==> config.mk <==
export PLATFORM = sky130hd
export DESIGN_NAME = alu_seq
export DESIGN_NICKNAME = d
export VERILOG_FILES = /design/src/rtl/alu_seq.sv
export SDC_FILE = /design/constraint.sdc
export NUM_CORES = 1
export LEC_CHECK = 0
export CAP_MARGIN = 20
export CORE_UTILIZATION = 60
export DETAILED_ROUTE_END_ITERATION = 8
export DONT_BUFFER_PORTS = 1
export HOLD_SLACK_MARGIN = 0.08
export PLACE_DENSITY = 0.74
export SLEW_MARGIN = 20
export SYNTH_ARGS = -nofsm -noshare
export SYNTH_HDL_FRONTEND = slang
export SYNTH_SLANG_ARGS = --single-unit
==> constraint.sdc <==
create_clock -name clock -period 6.65 [get_ports clock]
set_clock_uncertainty 0.15 [all_clocks]
set_input_delay 0.9975 -clock clock [delete_from_list [all_inputs] [get_ports clock]]
set_output_delay 0.9975 -clock clock [all_outputs]
set_load 0.005 [all_outputs]
==> src/rtl/alu_seq.sv <==
// Registered multicycle ALU with start/done handshake and N/Z/C/V flags.
// Define ALU_ITER_SHIFT_EN to replace the barrel shifter with a one-bit-per-cycle shifter.
module alu_seq #(
    parameter  int WIDTH = 16,
    localparam int SHW   = $clog2(WIDTH)
) (
    input  logic             clock,
    input  logic             reset,
    input  logic             start,
    input  logic [2:0]       op,
    input  logic [WIDTH-1:0] a_in,
    input  logic [WIDTH-1:0] b_in,
    output logic             busy,
    output logic             done,
    output logic [WIDTH-1:0] result,
    output logic [3:0]       flags
);

    localparam logic [2:0] OP_SUB = 3'b000;
    localparam logic [2:0] OP_ADD = 3'b001;
    localparam logic [2:0] OP_AND = 3'b010;
    localparam logic [2:0] OP_OR  = 3'b011;

    typedef enum logic {IDLE, EXEC} state_t;

    state_t           state;
    state_t           state_next;
    logic [2:0]       op_reg;
    logic [WIDTH-1:0] a_reg;
    logic [WIDTH-1:0] b_reg;
    logic             finish;
    logic [WIDTH-1:0] res_c;
    logic             c_c;
    logic             v_c;
    logic [WIDTH:0]   sum_w;

`ifdef ALU_ITER_SHIFT_EN
    logic [SHW-1:0]   cnt;
    logic             carry_reg;
`else
    logic [SHW-1:0]     shamt;
    logic [2*WIDTH-1:0] rot_w;
`endif

    always_ff @(posedge clock) begin
        if (reset) state <= IDLE;
        else       state <= state_next;
    end

    always_comb begin
        state_next = state;
        case (state)
            IDLE: if (start)  state_next = EXEC;
            EXEC: if (finish) state_next = IDLE;
        endcase
    end

    always_comb begin
        busy = (state == EXEC);
    end

    // Shifts in the iterative build stay in EXEC until the remaining count reaches zero.
    always_comb begin
`ifdef ALU_ITER_SHIFT_EN
        finish = (state == EXEC) && (!op_reg[2] || cnt == '0);
`else
        finish = (state == EXEC);
`endif
    end

    always_comb begin
        res_c = '0;
        c_c   = 1'b0;
        v_c   = 1'b0;
        sum_w = '0;
`ifndef ALU_ITER_SHIFT_EN
        shamt = b_reg[SHW-1:0];
        rot_w = {a_reg, a_reg} >> shamt;
`endif
        case (op_reg)
            OP_SUB: begin
                sum_w = {1'b0, a_reg} + {1'b0, ~b_reg} + {{WIDTH{1'b0}}, 1'b1};
                res_c = sum_w[WIDTH-1:0];
                c_c   = sum_w[WIDTH];
                v_c   = (a_reg[WIDTH-1] != b_reg[WIDTH-1]) && (res_c[WIDTH-1] != a_reg[WIDTH-1]);
            end
            OP_ADD: begin
                sum_w = {1'b0, a_reg} + {1'b0, b_reg};
                res_c = sum_w[WIDTH-1:0];
                c_c   = sum_w[WIDTH];
                v_c   = (a_reg[WIDTH-1] == b_reg[WIDTH-1]) && (res_c[WIDTH-1] != a_reg[WIDTH-1]);
            end
            OP_AND: res_c = a_reg & b_reg;
            OP_OR:  res_c = a_reg | b_reg;
            default: begin
`ifdef ALU_ITER_SHIFT_EN
                res_c = a_reg;
                c_c   = carry_reg;
`else
                // An extra guard bit on the shifted-out side captures the last bit lost.
                if (shamt == '0) begin
                    res_c = a_reg;
                end else begin
                    case (op_reg[1:0])
                        2'b00: {c_c, res_c} = {1'b0, a_reg} << shamt;
                        2'b01: {res_c, c_c} = {a_reg, 1'b0} >> shamt;
                        2'b10: {res_c, c_c} = $signed({a_reg, 1'b0}) >>> shamt;
                        default: begin
                            res_c = rot_w[WIDTH-1:0];
                            c_c   = rot_w[WIDTH-1];
                        end
                    endcase
                end
`endif
            end
        endcase
    end

    always_ff @(posedge clock) begin
        if (reset) begin
            done   <= 1'b0;
            result <= '0;
            flags  <= '0;
            op_reg <= '0;
            a_reg  <= '0;
            b_reg  <= '0;
`ifdef ALU_ITER_SHIFT_EN
            cnt       <= '0;
            carry_reg <= 1'b0;
`endif
        end else begin
            done <= 1'b0;
            if (state == IDLE && start) begin
                op_reg <= op;
                a_reg  <= a_in;
                b_reg  <= b_in;
`ifdef ALU_ITER_SHIFT_EN
                cnt       <= b_in[SHW-1:0];
                carry_reg <= 1'b0;
`endif
            end else if (finish) begin
                result <= res_c;
                flags  <= {res_c[WIDTH-1], (res_c == '0), c_c, v_c};
                done   <= 1'b1;
            end
`ifdef ALU_ITER_SHIFT_EN
            else if (state == EXEC) begin
                // One bit per cycle; a_reg doubles as the shift accumulator.
                case (op_reg[1:0])
                    2'b00:   {carry_reg, a_reg} <= {a_reg, 1'b0};
                    2'b01:   {a_reg, carry_reg} <= {1'b0, a_reg};
                    2'b10:   {a_reg, carry_reg} <= {a_reg[WIDTH-1], a_reg};
                    default: {a_reg, carry_reg} <= {a_reg[0], a_reg};
                endcase
                cnt <= cnt - 1'b1;
            end
`endif
        end
    end

endmodule

==> summary by stage, run 1 <==
Worst setup path
The biggest fanout along the worst timing path is 12. Traced cell by cell, the critical path runs through clkinv_1, ha_1, o21bai_1, a2111oi_4, nor4_1, o31ai_2, a32oi_1, mux2i_1, a41oi_1, or4_1, o31ai_2. The largest individual stage delay along the critical path comes from the cell nor4_1. The nature of the critical path endpoint is a flip-flop. The biggest cell delay along the critical path is 0.59 ns. For the worst setup path, the data required time is 6.72 ns. STA classifies the critical path startpoint as a flip-flop. The critical path's most frequent cell is o31ai_2. Data on the critical path arrives at its endpoint at 4.39 ns. The critical path is of the flip-flop to flip-flop type.

STA
After layout, the worst setup slack is 2.330 ns. Setup repair after global routing left no endpoint under its margin. The final max-slew violation count is 0. The final-report hold violation count came to 0. Across all hold checks on the routed design, the worst slack comes to 0.3324 ns. The maximum clock frequency is 231.5 MHz. The worst path needs 4.320 ns of the cycle, external delays included. The setup-violating endpoint count in the final report is 0.

The post-route setup TNS is 0 ns. The final worst-path cycle share is 64.97%. The worst-margin pin slew is 1.058 ns. Headroom to the max-slew limit came out at 29.20%.

Global routing
The first global-routing pass estimated 38310 um of wire. Entering global routing, the biggest net connects 61 pins. The final global-route overflow total is 0. The initial antenna violation count is 1. The via count of the first global-routing pass is 6571. Global routing used 43.37% of the available tracks across all layers.

Flow run
Max-cap violations in this run came to 0.

Clock network
Buffers added to address setup during post-CTS repair amount to 0. The TritonCTS clock tree is built. The number of buffers added by the clock tree synthesis step is 5.

The clock transition at the register clock pins on the worst setup and hold paths after CTS is 0.07 ns. The H-tree depth is 2. The clock latency reported for the late side of the worst-skew pair is 0.31 ns. The longest clock path from root to sink contains 2 buffers. The number of instances resized during post-cts repair is 0. The root buffer cell chosen for the clock tree is clkbuf_16. The total clock sinks is 56. The number of hold-repair buffers added at the cts stage is 0.

Drt
The average wire length per cell after detail routing is 26.15 um. The wire length reported by the detailed router is 25050 um. After detailed routing, the number of remaining DRC violations is 0. The detailed-routing iteration count for the pre-antenna-repair pass is 8. The final route contains 7245 vias. In the routed layout, each cell is associated on average with a via count of 7.563.

The detail route stage leaves a number of antenna-violating nets equal to 0. The detailed router finished its first iteration with 1180 violations.

Synth
The average instance in the mapped netlist occupies 7.851 um^2. The synthesized net count is 965. The register area share after synthesis is 16.30%. Counting flops and latches in the post-synthesis netlist gives 56. The number of warnings issued by yosys is 0. The post-synthesis instance total is 876. The fraction of synthesis flops using an asynchronous set or reset pin is 0%. The post-synthesis instance area is 0.006878 mm^2. Counting flops with a built-in enable in the synthesized netlist gives 0. Synthesis instantiated 81 different standard cells from the library. In the synthesized netlist the dominant register cell turns out to be dfxtp_1.

Floorplan
After floorplanning, the core was divided into 38 placement rows. The die outline width is 109.1 um. Once the floorplan was initialized, standard cells occupied 62.62% of the core. The core region is 0.01098 mm^2. The die height is 109.1 um. The total die area is 0.01190 mm^2. 60 I/O pins were placed.

Finish
The repair_antennas step left the layout with diodes totalling 0. The final-layout fill cell count is 977. The post-route core utilization is 63.35%. The signed area change from the synthesized netlist to the final layout is 1.164%. The ratio of cells with drive above 1 in the final layout is 9.413%. At the end of the flow, the number of nets in the layout was 907.

Power and ir drop
Power comes to 1.207 mW. For this design the static power due to leakage is 2.573 nW. The cell area power density is 173.5 mW/mm^2. The worst-case vdd ir drop is 0.1866 mV.

Outcome
The run finished with clean final reports.

Place
The number of buffers inserted by port buffering is 0. The pre-CTS setup slack is 2.498 ns. Summed over all nets, the half-perimeter wirelength after detailed placement is 18350 um. The final weighted congestion in routability-driven placement is 1.027.

Hold path
The worst min-delay path category is flip-flop to flip-flop.
-- path summary, 6_finish.rpt --
path | slack, ns | startpoint | end | depth (start not counted)
worst max-delay path | 2.33 | b_reg[1] | flags[2] | 11
worst min-delay path | 0.33 | flags[0] | flags[0] | 2
worst max register to register | 2.33 | b_reg[1] | flags[2] | 11
worst min register to register | 0.33 | flags[0] | flags[0] | 2
-- where the power goes --
group / total (mW) / switching [mW] / internal [mW]
clock: 0.261 / 0.124 / 0.137
combinational: 0.550 / 0.348 / 0.202
sequential: 0.396 / 0.0381 / 0.358
total: 1.21 / 0.510 / 0.697
-- synth_stat cells, drive strengths merged (4+ instances only) --
library cell / instances / area [um^2]
nor2: 80 / 300.3
nand2: 65 / 244.0
mux2i: 58 / 580.6
dfxtp: 56 / 1121
a21oi: 54 / 274.0
clkbuf: 52 / 195.2
inv: 52 / 195.2
ha: 49 / 613.1
o21ai: 42 / 210.2
a22o: 35 / 306.5
buf: 34 / 206.5
nor3: 28 / 145.1
mux4: 24 / 559.3
nand3: 23 / 115.1
a211oi: 16 / 125.1
a31oi: 15 / 93.84
nor2b: 14 / 87.58
o211ai: 13 / 97.59
o221ai: 9 / 78.83
nand2b: 8 / 50.05
o22ai: 8 / 50.05
o31ai: 8 / 70.06
a221oi: 7 / 67.56
or3: 7 / 43.79
and2: 6 / 37.54
mux2: 6 / 71.31
nand4: 6 / 37.54
nor4: 6 / 43.79
o2111ai: 6 / 52.55
o311ai: 6 / 52.55
nand3b: 5 / 37.54
a21o: 4 / 30.03
a22oi: 4 / 30.03
a41oi: 4 / 35.03
and3: 4 / 25.02
o41ai: 4 / 50.05
or2: 4 / 25.02
-- cells in the final DEF (no fill, tap or decap), types with 6 or more instances in the layout --
master,Yosys,layout
a22o_1,35,35
o2111ai_1,6,6
a211oi_1,15,15
o221ai_1,9,9
nand2_1,65,65
nand4_1,6,6
dfxtp_1,56,54
and2_1,6,6
buf_4,5,21
mux4_2,19,19
nor2_1,80,80
nand3_1,23,23
o21ai_0,41,41
a21oi_1,53,52
o211ai_1,13,13
o22ai_1,8,8
mux2i_1,58,58
o31ai_1,6,6
a221oi_1,6,6
ha_1,49,49
nor3_1,27,27
nand2b_1,8,8
nor2b_1,14,14
or3_1,7,7
o311ai_0,6,6
inv_1,51,51
a31oi_1,15,15
-- worst max-delay path, delay by kind of cell, from the launching register on --
family,cells,cell delay [ns]
multiplexers,1,0.23
buffers and inverters,1,0.49
flip-flops,1,0.46
adder cells (fa/ha/maj),1,0.49
AO/OA/AOI/OAI,6,1.30
AND/OR/NAND/NOR,2,1.11
-- metrics by stage --
stage / area [um^2] / std cells
floorplan: 6878 / 876
global placement: 6820 / 951
detailed placement: 6820 / 951
CTS: 6958 / 958
global route: 6958 / 958
finish: 6958 / 958
-- per-layer routing --
metal | share of wire [%] | global-route usage [%]
met5 | 0 | 0
met4 | 4.7 | 18.82
met3 | 14 | 13.15
met2 | 42 | 63.57
met1 | 39 | 58.37
-- final cells by class --
type	count	area, um^2	share of cell area [%]
multi-input combinational	680	5161	74.18
sequential	56	1124	16.15
inverter	54	202.7	2.913
tap	140	175.2	2.518
timing repair buffer	21	157.7	2.266
clock buffer	5	125.1	1.798
clock inverter	2	12.51	0.1798
-- cells by family after synthesis --
kind of cell / count (synthesis) / synth area share, %
compound gates: 269 / 28.43
simple gates: 269 / 18.99
buf+inv: 140 / 8.787
mux: 88 / 17.61
flops: 56 / 16.30
fa+ha+maj: 51 / 9.496
xor+xnor: 3 / 0.3821
Power figures use the tool's default switching activity.
==> run 2, diff against run 1 <==
Settings changed: ABC_AREA set to 1, PLACE_DENSITY 0.74 to 0.77.
Clock period 6.65 ns to 3.65 ns, I/O delays scaled along.
==> summary by stage, run 2 <==
Outcome
The run finished with clean final reports.

STA
The final max-slew violation count is 0. The final-report hold violation count is 0. The worst path meets setup with 0.3871 ns of slack. The post-route worst hold slack is 0.1374 ns. The setup-violating endpoint count in the final report is 0.

The worst-margin pin slew is 0.7028 ns. After layout, the worst path uses 89.39% of the clock period. After routing, the total negative slack on setup checks comes to 0 ns. In this run the tightest slew margin relative to its limit is 53.15%. Setup repair after global routing left no endpoint under its margin. For the finished layout, the period the worst path requires is 3.263 ns. For this run, the top clock speed supported by timing is 306.5 MHz.

Clock network
The number of hold-repair buffers added at the cts stage is 0. After clock tree synthesis, the clock-pin slew on the worst setup and hold paths is 0.07 ns. The tree is rooted in a clkbuf_16.

The number of buffers added by the clock tree synthesis step is 5. The buffer count from post-CTS setup fixing is 0. The H-tree was split into 2 levels. Gates resized during post-CTS repair numbered 0. The clock passes through at most 2 buffers. The total clock sinks is 56. The TritonCTS clock tree is built. For the worst-skew pair, the clock arrives at the later sink with an insertion delay of 0.31 ns.

Place
Buffers placed on the I/O ports in this run total 0. Routability-driven placement finished with a final weighted congestion of 1.093. The pre-CTS setup slack is 0.5902 ns. Summed over all nets, the half-perimeter wirelength after detailed placement is 18060 um.

The number of placed instances, taps included is 1301.

Floorplan
The floorplan step defined a die boundary enclosing 0.01176 mm^2. Row generation in the floorplan step produced 38 rows. The initial standard-cell utilization of the core is 62.17%.

The die is 108.5 um tall. The placeable core region is 0.01094 mm^2. The number of ports placed on the die boundary is 60. The die outline width is 108.5 um.

Synth
After synthesis the cells add up to 0.006799 mm^2. nand2_1 takes more of the synthesized area than any other cell. By count the netlist is led by 390 x nand2_1, 180 x nand3_1, 131 x inv_1, 104 x nor2_1, 75 x o21ai_0.

Ranked by total cell area, the synthesized netlist is headed by nand2_1 22%, dfxtp_1 16%, nand3_1 13%, ha_1 9.0%, inv_1 7.2%. The share of Yosys cell area claimed by the top area cell type is 21.53%. The number of synthesized register bits is 56. The synthesized net count is 1295. The most common cell in the synthesized netlist is nand2_1. The per-instance average area after synthesis is 5.638 um^2.

The number of distinct library cell variants in the gate-level netlist after synthesis is 43. For this run, asynchronously set or reset flops after synthesis account for 0%. Yosys printed 0 warnings.

For this run, the register share of the synthesized area comes to 16.49%. In the synthesized netlist the dominant register cell turns out to be dfxtp_1. Synthesis produced a netlist whose cell count is 1206. Counting flops with a built-in enable in the synthesized netlist gives 0.

Power and ir drop
The worst-case vdd ir drop is 0.3351 mV. Internal power comes to 1.214 mW. The total chip power is 2.246 mW. The leakage component of the power is 3.584 nW. The clock network power share is 23.0%. The net switching component of the power is 1.032 mW. Dividing total power by cell area gives a power density of 325.2 mW/mm^2. The register share of total power is 31.3%.

Of the total power, combinational logic draws 45.7%. Net switching is 45.95% of the power.

Worst setup path
The data arrival time of the critical path is 3.36 ns. The startpoint type of the worst setup path is a flip-flop. The required time at the endpoint of the critical path is 3.75 ns.

The setup path with the least slack is of type flip-flop to flip-flop. The biggest fanout along the worst timing path is 10. The nature of the critical path endpoint is a flip-flop.

Global routing
In the global route stage, overall resource usage came out at 40.78%. The first global-routing pass estimated 36700 um of wire. Entering global routing, the biggest net connects 42 pins.

After global routing the overflow that remains totals 0. The via count of the first global-routing pass is 6980. The initial antenna violation count is 0.

Drt
Before antenna repair, the detailed router went through 7 iterations. The iteration-0 DRC count of the detailed router is 1002. The detailed-route DRC error count is 0. After detailed routing, the average wire length per cell comes to 17.57 um. The average via count per standard cell is 5.963. The wire length reported by the detailed router is 23000 um. The via count is 7806. The number of antenna-violating nets in the routed design is 0.

Hold path
The worst min-delay path category is input pin to flip-flop.

Finish
The signed area change from the synthesized netlist to the final layout is 1.564%. The ratio of cells with drive above 1 in the final layout is 5.988%. The final-layout fill cell count is 1132. The sequential standard cell area is 0.001121 mm^2.

The final net count is 1257. In the final layout, the multi-input gates occupy 0.004811 mm^2. The finished layout holds 1309 standard cells, fillers aside.

In the layout the commonest cells are 390 x nand2_1, 180 x nand3_1, 131 x inv_1, 103 x nor2_1, 75 x o21ai_0. Leaving out fill and tap cells, the most frequent cell in the layout is nand2_1. The count of inserted antenna diode cells is 0.

Flow run
Across the run, the number of max-cap violations was 0.
-- run 2: changes by cell type after synthesis, moves of 14 or more --
cell      previous run  this run
nand2_1             65       390
nand3_1             23       180
inv_1               51       131
mux2i_1             58         0
clkbuf_1            52        13
a22o_1              35         0
o21ai_0             41        75
nor2_1              80       104
nor3_1              27         7
mux4_2              19         0
nand3_2              0        17
nor2b_1             14         0
-- run 2: per-layer routing --
metal	vias up	GRT usage, %	wire (um)	share of wire [%]
li1	3815	-	-	-
met1	3462	53.81	9387	41
met2	454	61.80	9827	43
met3	75	9.524	2760	12
met4	0	20.27	1028	4.5
met5	-	0	0	0
-- run 2: cells by family (layout without fill, tap and decap cells) --
logic type,count (synthesis),in the layout,synth area share [%]
flops,56,56,16.49
fa+ha+maj,51,51,9.606
simple gates,740,740,48.33
compound gates,153,153,12.15
buf+inv,201,164,12.79
xor+xnor,5,5,0.6441
-- run 2: cell type report --
| class | count | area share [%] |
|---|---|---|
| Clock inverter | 3 | 0.3805 |
| Timing Repair Buffer | 13 | 1.522 |
| Clock buffer | 5 | 1.812 |
| Inverter | 143 | 7.846 |
| Sequential cell | 56 | 16.23 |
| Tap cell | 140 | 2.537 |
| Multi-Input combinational cell | 949 | 69.67 |
-- run 2: power by group through the flow --
stage / Combinational, mW / Clock, mW / Sequential, mW
floorplan: 0.748 / 0 / 0.699
global placement: 0.982 / 0 / 0.715
detailed placement: 0.986 / 0 / 0.716
CTS: 0.993 / 0.520 / 0.702
global route: 1.14 / 0.540 / 0.709
finish: 1.03 / 0.517 / 0.702
-- run 2: worst paths after layout --
kind	from	endpoint	slack, ns	cells past startpoint
worst max register to register	a_reg[5]	flags[2]	0.39	16
worst max-delay path	a_reg[5]	flags[2]	0.39	16
worst min register to register	flags[2]	flags[2]	0.35	2
worst min-delay path	reset	flags[2]	0.14	1
-- run 2: metrics by stage --
stage | cell area, um^2 | util [%]
floorplan | 6799 | -
global placement | 6739 | 61.62
detailed placement | 6754 | 61.76
CTS | 6905 | 63.15
global route | 6905 | 63.15
finish | 6905 | 63.15
-- run 2: critical path, cell delays in order, from the launching register on --
cell and delay, ns:
dfxtp_1 0.52, inv_1 0.10, ha_1 0.53, nand2_1 0.16
nor2_1 0.18, nand2_1 0.08, nand3_1 0.15, a21oi_1 0.08
o21ai_0 0.11, o21ai_0 0.12, nor2_1 0.33, nand2_1 0.14
nor2_1 0.13, nand2_1 0.06, nor2_1 0.13, nand3_1 0.11
a21oi_2 0.12
==> run 3, diff against run 2 <==
Settings changed: PLACE_DENSITY 0.77 to 0.74, SLEW_MARGIN 20 to unset.
Clock period 3.65 ns to 3.7 ns, I/O delays scaled along.
==> summary by stage, run 3 (synthesis results as in run 2) <==
Outcome
The run finished with clean final reports.

Global routing
The overall global routing resource usage is 40.50%. For this run, global-route usage on met1 was measured as 51.06%. The initial antenna violation count is 0.

The global-route layer with the greatest usage is met2. The final global-route overflow total is 0. The met3 global-route usage is 11.57%. The first global-routing pass estimated 36400 um of wire. Entering global routing, the biggest net connects 36 pins.

The fraction of met2 tracks used by global routing is 63.83%. The via count of the first global-routing pass is 7145.

Clock network
The clock reaches the later pin of the worst-skew pair after 0.32 ns. The clock passes through at most 2 buffers. The TritonCTS clock tree is built. After clock tree synthesis, the setup repair step added 0 buffers.

CTS built an H-tree with a depth of 2. The tree is rooted in a clkbuf_16. The clock transition at the register clock pins on the worst setup and hold paths after CTS is 0.08 ns. The total clock sinks is 56.

In this run, CTS created clock tree buffers numbering 5. The number of instances resized during post-cts repair is 0. Buffers inserted to repair hold after CTS numbered 0.

Worst setup path
The startpoint type of the worst setup path is a flip-flop. The worst setup path is of the flip-flop to flip-flop kind. The biggest cell delay along the critical path is 0.46 ns. The cell family contributing the most delay on the critical path is simple AND/OR/NAND/NOR gates. The end of the worst register-to-register path is flags[2]. Of all nets on the critical path, the largest fanout is 5. At the worst endpoint, the required time is 3.80 ns. The critical path starts at a_reg[0]. Among all stages on the critical path, the largest delay is contributed by dfxtp_1. The critical path goes through ha_1, inv_1, fa_1, o21ai_0, nand3_1, nand3_1, nand2_1, nand3_1, nand2_1, nor2_1, nand2_1, nor2_1, nand2_1, nor2_1, nand3_1, a21oi_2. The worst reg-to-reg path cell count is 16. The setup slack of the worst register-to-register path is 0.35 ns. Counting buffers and inverters, the worst setup path is 16 cells deep. The number of buffer and inverter stages on the critical path is 1. The most critical setup path has its endpoint at flags[2]. The data arrival time of the critical path is 3.46 ns. The nature of the critical path endpoint is a flip-flop.

The start of the worst register-to-register path is a_reg[0].

STA
The post-route setup TNS is 0 ns. After layout, the worst setup slack is 0.3455 ns. The final max-slew violation count is 0. Based on the critical path, the design can be clocked at up to 298.1 MHz. The worst slew margin relative to its limit is 46.91%. The final-report hold violation count came to 0. The worst-margin pin slew is 0.7963 ns. The worst path uses 90.66% of the clock period. Setup repair after global routing left no endpoint under its margin. Setup violations remaining at the end of the flow were counted as 0. For the finished layout, the period the worst path requires is 3.355 ns.

Floorplan
From left edge to right edge, the die measures 108.5 um. The initial standard-cell utilization of the core is 62.17%. The number of core rows is 38. The core region is 0.01094 mm^2. From bottom edge to top edge, the die measures 108.5 um. For this design the top-level I/O count stands at 60. The total die area is 0.01176 mm^2.

Hold path
The min-delay analysis places its worst path in the category input pin to flip-flop. Counting instances, the worst hold path has a depth of 1.

Drt
The routed layout has 7808 vias. The iteration-0 DRC count of the detailed router is 874. After detailed routing, the number of remaining DRC violations is 0.

In the routed layout, each cell is associated on average with a via count of 5.960. The first TritonRoute pass finished after 6 iterations. The average wire length per cell after detail routing is 17.73 um.

The number of antenna-violating nets in the routed design is 0. Wires add up to 23220 um.

Power and ir drop
The cell area power density is 321.8 mW/mm^2. The worst-case vdd ir drop is 0.2663 mV. The analysis attributes to cell leakage a power of 3.593 nW. The total chip power is 2.225 mW.

Finish
The count of inserted antenna diode cells is 0. The most common library cell in the layout ignoring fill and taps is nand2_1. The final net count is 1258. In the layout the commonest cells are 390 x nand2_1, 180 x nand3_1, 131 x inv_1, 103 x nor2_1, 75 x o21ai_0. The filler-free cell count of the finished design is 1310.

The post-route core utilization is 63.23%. Compared with the post-synthesis result, the final layout area differs by 1.693%. The ratio of cells with drive above 1 in the final layout is 6.068%.

Place
The number of placed instances, taps included, is 1302. The detailed-placement wirelength estimate is 18190 um. At the end of routability-driven placement, the weighted congestion stood at 1.076.

The number of buffers inserted by port buffering is 0. The pre-CTS setup slack is 0.4578 ns.

Flow run
Max-cap violations in this run came to 0.
==> run 3: changes by cell type in the layout (fill, tap and decap cells not counted), sizes merged <==
cell / before / now
clkinv: 0 / 1
clkinvlp: 2 / 1
buf: 13 / 14
==> run 3: metal layers <==
layer | wire, um | vias to the layer above
met4 | 957 | 0
met2 | 10150 | 419
met3 | 2542 | 71
li1 | - | 3816
met5 | 0 | -
met1 | 9570 | 3502
==> run 3: worst min-delay path by stage <==
stage / startpoint / to / slack, ns
floorplan: flags[2] / flags[2] / 0.32
CTS: reset / flags[2] / 0.14
finish: reset / flags[2] / 0.14
detailed placement: flags[2] / flags[2] / 0.34
global route: reset / flags[2] / 0.14
global placement: flags[2] / flags[2] / 0.34
==> run 3: through the flow <==
| step | area (um^2) | hold slack [ns] |
|---|---|---|
| 2_1_floorplan | 6799 | 0.3233 |
| 3_3_place_gp | 6746 | 0.3422 |
| 3_5_place_dp | 6761 | 0.3440 |
| 4_1_cts | 6914 | 0.1430 |
| 5_1_grt | 6914 | 0.1409 |
| 6_report | 6914 | 0.1447 |
==> run 3: area by class of cell <==
class	count	area, um^2
Clock buffer	5	125.1
Clock inverter	3	27.53
Fill cell	1150	4021
Inverter	143	541.8
Multi-Input combinational cell	949	4811
Sequential cell	56	1121
Tap cell	140	175.2
Timing Repair Buffer	14	112.6
==> run 3: worst reg2reg max path: stages (launching register included) <==
cell	delay, ns
dfxtp_1	0.46
ha_1	0.31
inv_1	0.16
fa_1	0.43
o21ai_0	0.46
nand3_1	0.20
nand3_1	0.16
nand2_1	0.06
nand3_1	0.07
nand2_1	0.06
nor2_1	0.17
nand2_1	0.11
nor2_1	0.11
nand2_1	0.06
nor2_1	0.10
nand3_1	0.12
a21oi_2	0.12
==> run 3: power breakdown <==
part           switching (mW)  total [mW]  internal (mW)
Clock                   0.260       0.518          0.258
Sequential             0.0468       0.690          0.643
Combinational           0.717        1.02          0.300
